<file path="src/rtl/sw_debounce_m_pkg.sv">
// Shared types and default parameters for the switch debounce stage.
package sw_debounce_m_pkg;

  // Switch word as consumed by slon5_m.
  typedef logic [7:0] Dnum_t;

  localparam int SW_W_DEF = $bits(Dnum_t);

  // Board defaults: 1 ms sample tick at 100 MHz, 10 ms of stability.
  localparam int TICK_DIV_DEF     = 100000;
  localparam int STABLE_TICKS_DEF = 10;

  // Short timing used in simulation so a full debounce takes a few cycles.
  localparam int TICK_DIV_SIM     = 4;
  localparam int STABLE_TICKS_SIM = 3;

  // Width of a counter that must hold values 0..n-1 (at least one bit).
  function automatic int cnt_width(input int n);
    return (n > 1) ? $clog2(n) : 1;
  endfunction

endpackage

</file>
<file path="src/rtl/sw_debounce_m_bit.sv">
// One switch bit: two-flop synchroniser followed by a tick-based stability filter.
module sw_debounce_bit_m
  import sw_debounce_m_pkg::*;
#(
  parameter int   STABLE_TICKS = STABLE_TICKS_DEF,
  parameter logic RST_VAL      = 1'b0
) (
  input  logic clk,
  input  logic rst_n,
  input  logic tick,
  input  logic raw,
  output logic level,
  output logic rise,
  output logic fall,
  output logic upd
);

  localparam int            CW       = $clog2(STABLE_TICKS + 1);
  localparam logic [CW-1:0] CNT_LAST = CW'(STABLE_TICKS - 1);

  logic          s1_q, s2_q;
  logic [CW-1:0] cnt_q, cnt_d;
  logic          level_q, level_d;
  logic          rise_q, rise_d;
  logic          fall_q, fall_d;

  // Synchroniser: raw goes straight through two flops, nothing in between.
  always_ff @(posedge clk or negedge rst_n) begin
    if (!rst_n) begin
      s1_q <= 1'b0;
      s2_q <= 1'b0;
    end else begin
      s1_q <= raw;
      s2_q <= s1_q;
    end
  end

  // Stability filter: any return to the current level discards progress.
  always_comb begin
    cnt_d   = cnt_q;
    level_d = level_q;
    rise_d  = 1'b0;
    fall_d  = 1'b0;
    if (s2_q == level_q) begin
      cnt_d = '0;
    end else if (tick) begin
      if (cnt_q == CNT_LAST) begin
        level_d = s2_q;
        cnt_d   = '0;
        rise_d  = s2_q;
        fall_d  = ~s2_q;
      end else begin
        cnt_d = cnt_q + 1'b1;
      end
    end
  end

  // Filter state and registered event pulses.
  always_ff @(posedge clk or negedge rst_n) begin
    if (!rst_n) begin
      cnt_q   <= '0;
      level_q <= RST_VAL;
      rise_q  <= 1'b0;
      fall_q  <= 1'b0;
    end else begin
      cnt_q   <= cnt_d;
      level_q <= level_d;
      rise_q  <= rise_d;
      fall_q  <= fall_d;
    end
  end

  assign level = level_q;
  assign rise  = rise_q;
  assign fall  = fall_q;
  // Next-cycle update strobe, lets the top register sw_evt alongside the pulses.
  assign upd   = rise_d | fall_d;

endmodule

</file>
<file path="src/rtl/sw_debounce_m.sv">
// Switch debounce stage: shared sample prescaler, per-bit filters, event summary.
module sw_debounce_m
  import sw_debounce_m_pkg::*;
#(
  parameter int              SW_W         = SW_W_DEF,
  parameter int              TICK_DIV     = TICK_DIV_DEF,
  parameter int              STABLE_TICKS = STABLE_TICKS_DEF,
  parameter logic [SW_W-1:0] RST_VAL      = '0
) (
  input  logic            clk,
  input  logic            rst_n,
  input  logic [SW_W-1:0] sw_raw,
  output logic [SW_W-1:0] sw_q,
  output logic [SW_W-1:0] sw_rise,
  output logic [SW_W-1:0] sw_fall,
  output logic            sw_evt
);

  if (TICK_DIV < 1) begin : g_bad_tick_div
    $error("sw_debounce_m: TICK_DIV must be at least 1");
  end
  if (STABLE_TICKS < 1) begin : g_bad_stable_ticks
    $error("sw_debounce_m: STABLE_TICKS must be at least 1");
  end

  localparam int               PRE_W    = cnt_width(TICK_DIV);
  localparam logic [PRE_W-1:0] PRE_LAST = PRE_W'(TICK_DIV - 1);

  logic [PRE_W-1:0] pre_q, pre_d;
  logic             tick;
  logic [SW_W-1:0]  upd;
  logic             sw_evt_q, sw_evt_d;

  // With TICK_DIV=1 the prescaler sits at 0 and tick stays high.
  assign tick = (pre_q == PRE_LAST);

  // Prescaler next value and event summary.
  always_comb begin
    pre_d    = tick ? '0 : pre_q + 1'b1;
    sw_evt_d = |upd;
  end

  // Free-running prescaler and registered event flag.
  always_ff @(posedge clk or negedge rst_n) begin
    if (!rst_n) begin
      pre_q    <= '0;
      sw_evt_q <= 1'b0;
    end else begin
      pre_q    <= pre_d;
      sw_evt_q <= sw_evt_d;
    end
  end

  for (genvar i = 0; i < SW_W; i++) begin : g_bit
    sw_debounce_bit_m #(
      .STABLE_TICKS(STABLE_TICKS),
      .RST_VAL     (RST_VAL[i])
    ) u_bit (
      .clk  (clk),
      .rst_n(rst_n),
      .tick (tick),
      .raw  (sw_raw[i]),
      .level(sw_q[i]),
      .rise (sw_rise[i]),
      .fall (sw_fall[i]),
      .upd  (upd[i])
    );
  end

  assign sw_evt = sw_evt_q;

endmodule
</file>
<file path="config.mk">
export PLATFORM = sky130hd
export DESIGN_NAME = sw_debounce_m
export DESIGN_NICKNAME = d
export VERILOG_FILES = /design/src/rtl/sw_debounce_m_pkg.sv /design/src/rtl/sw_debounce_m_bit.sv /design/src/rtl/sw_debounce_m.sv
export SDC_FILE = /design/constraint.sdc
export NUM_CORES = 1
export LEC_CHECK = 0
export ABC_AREA = 1
export ABC_CLOCK_PERIOD_IN_PS = 2950
export BUFFER_PORTS_ARGS = -buffer_cell sky130_fd_sc_hd__buf_2
export CAP_MARGIN = 20
export CORE_MARGIN = 1
export CORE_UTILIZATION = 61
export DETAILED_ROUTE_END_ITERATION = 8
export HOLD_SLACK_MARGIN = 0.1
export PLACE_DENSITY = 0.81
export SYNTH_ARGS = -nofsm -noshare
export SYNTH_HDL_FRONTEND = slang
export SYNTH_SLANG_ARGS = --single-unit
</file>
<file path="constraint.sdc">
create_clock -name clk -period 2.95 [get_ports clk]
set_clock_uncertainty 0.1 [all_clocks]
set_input_delay 0.885 -clock clk [delete_from_list [all_inputs] [get_ports clk]]
set_output_delay 0.885 -clock clk [all_outputs]
set_load 0.01 [all_outputs]
</file>
==> results.json <==
{
  "ys_ff_latch": 90,
  "p_leak_nw": 2.462,
  "cts_hold_buf": 0,
  "final_hold_viol_count": 0,
  "power_switching_mw": 0.4879,
  "drt-total-wl_um": 7594,
  "route.detailed.drc": 0,
  "power_switching_share_pct": 23.24,
  "clock.fmax_ghz": 0.4783,
  "vias_per_cell": 5.089,
  "crit_required_ns": 3.14,
  "ios": 35,
  "die_h_um": 86.63,
  "clkTransAtPathRegs_ns": 0.09,
  "max_stage_delay_ns": 0.39,
  "status": "finished clean",
  "root_buffer": "clkbuf_8",
  "combPwrFrac_pct": 2.7,
  "power.density_nw_per_um2": 450.3,
  "grt_max_degree": 47,
  "post_cts_buffers": 0,
  "synth-edff-count": 0,
  "cp-end-kind": "flop",
  "wl_per_cell_um": 13.00,
  "synth_top_area_cell": "dfrtp_1",
  "final_cell_mix": "dfrtp_1 (90), nand2_1 (68), inv_1 (66)",
  "clkSinkCount": 90,
  "async_reset_ff_share_pct": 100.0,
  "clk_path_buf_depth": 2,
  "die-area_um2": 7505,
  "seqPwrFrac_pct": 59.5,
  "path_buf_inv": 2,
  "path_cells": "ha_1, nand2_2, nor2_4, inv_2, nor2_8, nand2_4, clkinv_2, nand3b_1, o21ai_1",
  "drive_gt1_share_pct": 18.85,
  "irDropWorstVdd_uv": 329.4,
  "synth_ff_type": "dfrtp_1",
  "whs_ns": 0.2501,
  "max-cap-violations": 0,
  "synth_area_um2": 4369,
  "max_slew_margin_pct": 61.88,
  "rsz0062_at_grt": "no",
  "antenna_found_initial": 0,
  "nets": 510,
  "cpLargestDelayFamily": "simple AND/OR/NAND/NOR gates",
  "cp.arrival_ns": 2.28,
  "grt_first_pass_wirelength_um": 13260,
  "grt_pass1_vias": 2900,
  "yosysSeqAreaShare_pct": 51.55,
  "internal_power_mw": 1.611,
  "final_common_cell": "dfrtp_1",
  "io_buffers": 34,
  "row_count": 30,
  "firstDrtPassIters": 4,
  "worstHoldPathType": "flop to flop",
  "floorplan.initialDensity_pct": 63.61,
  "gp_congestion": 0.8504,
  "tightest_slew_ns": 0.5718,
  "syn_avg_cell_area_um2": 9.478,
  "htree_levels": 3,
  "drtIter0Drc": 178,
  "yosysWarnings": 0,
  "core_area_um2": 6869,
  "slew_violations": 0,
  "fin_crit_sh_pct": 70.87,
  "cts_tree": "built",
  "crit_fanout": 15,
  "vias": 2972,
  "finalSetupTns_ns": 0,
  "antenna_cells": 0,
  "critPathSlowestCell": "dfrtp_1",
  "synthToLayoutAreaGrowth_pct": 6.701,
  "synth_top_area_share_pct": 51.55,
  "fin_area_um2": 4662,
  "synth_fp_nets": 488,
  "critical_path_class": "flop to flop",
  "yosysUniqueCellTypes": 31,
  "clk_latency_ns": 0.36,
  "fillers": 530,
  "grt.total_usage_pct": 23.24,
  "syn_inst": 461,
  "power_frac_clock_pct": 37.8,
  "ant_nets": 0,
  "setup_violations": 0,
  "synth.area.top_cells": "dfrtp_1 (52%), nand2_1 (5.8%), inv_1 (5.7%)",
  "fp.dieW_um": 86.63,
  "cts.repair.resized": 0,
  "grt_overflow": 0,
  "cts_made_buffers": 9,
  "startpoint_type": "flop",
  "place_area_um2": 4473,
  "finalCriticalPeriod_ns": 2.091,
  "hpwl_um": 5542
}
-- kinds of logic (layout without fill, tap and decap cells) --
logic type	Yosys count	after routing	share of synthesized area [%]
AND/OR/NAND/NOR	181	181	20.45
buffers and inverters	98	125	11.05
flip-flops	90	90	51.55
AO/OA/AOI/OAI	49	49	6.873
XOR/XNOR	26	26	5.212
adder cells (fa/ha/maj)	17	17	4.868
-- state kept, by name (all words and copies together) (netlist names) --
| name | count |
|---|---|
| g_bit.u_bit.cnt_q | 32 |
| g_bit.u_bit.level | 8 |
| g_bit.u_bit.fall | 8 |
| g_bit.u_bit.s2_q | 8 |
| g_bit.u_bit.rise | 8 |
| sw_evt | 1 |
| pre_q | 17 |
| g_bit.u_bit.s1_q | 8 |
-- path summary, 6_finish.rpt --
kind | from | end | slack (ns) | cells after the start
worst min register to register | g_bit[2].u_bit.s1_q | g_bit[2].u_bit.s2_q | 0.25 | 0
worst min-delay path | g_bit[2].u_bit.s1_q | g_bit[2].u_bit.s2_q | 0.25 | 0
min in group asynchronous | rst_n | g_bit[1].u_bit.cnt_q[1] | 0.41 | 1
worst max register to register | pre_q[0] | g_bit[5].u_bit.cnt_q[1] | 0.86 | 9
worst max-delay path | pre_q[0] | g_bit[5].u_bit.cnt_q[1] | 0.86 | 9
max in group asynchronous | rst_n | pre_q[16] | 1.68 | 2
-- routing by layer --
metal	global-route usage, %	vias up	wire (um)
li1	-	1483	-
met1	29.31	1419	3422
met2	39.18	56	3753
met3	5.333	14	286
met4	8.788	0	131
met5	0	-	0
-- synth_stat cells, types with 7 or more instances --
cell type and number:
nand2_1 68, a21oi_1 10, buf_4 24, ha_1 17
o21ai_2 10, xor2_1 18, dfrtp_1 90, or2_2 8
o21ai_0 14, xnor2_1 8, o21ai_1 7, nor2_1 39
inv_1 66, nand4_1 17, nand3_1 28
-- power by group through the flow --
stage                     combinational (mW)  sequential (mW)  clock [mW]
after detailed placement              0.0571             1.27           0
after CTS                             0.0577             1.25       0.811
after global placement                0.0563             1.27           0
final                                 0.0559             1.25       0.793
after global routing                  0.0649             1.25       0.867
after floorplan                       0.0190             1.27           0
-- cell type report --
cell class	instances	area, um2	share of cell area [%]
Sequential cell	90	2252	48.31
Tap cell	96	120.1	2.576
Clock inverter	5	37.54	0.8052
Clock buffer	11	151.4	3.247
Multi-Input combinational cell	273	1634	35.05
Timing Repair Buffer	37	195.2	4.187
Inverter	72	271.5	5.824
-- stage by stage --
stage,instances,util [%],setup slack (ns),total power [mW]
after floorplan,461,-,1.310,1.292
after global placement,568,65.12,1.002,1.330
after detailed placement,568,65.12,0.8552,1.332
after CTS,584,67.87,0.8443,2.119
after global routing,584,67.87,0.6950,2.183
final,584,67.87,0.8592,2.099
Note: power is estimated with default switching activity, not from simulation.
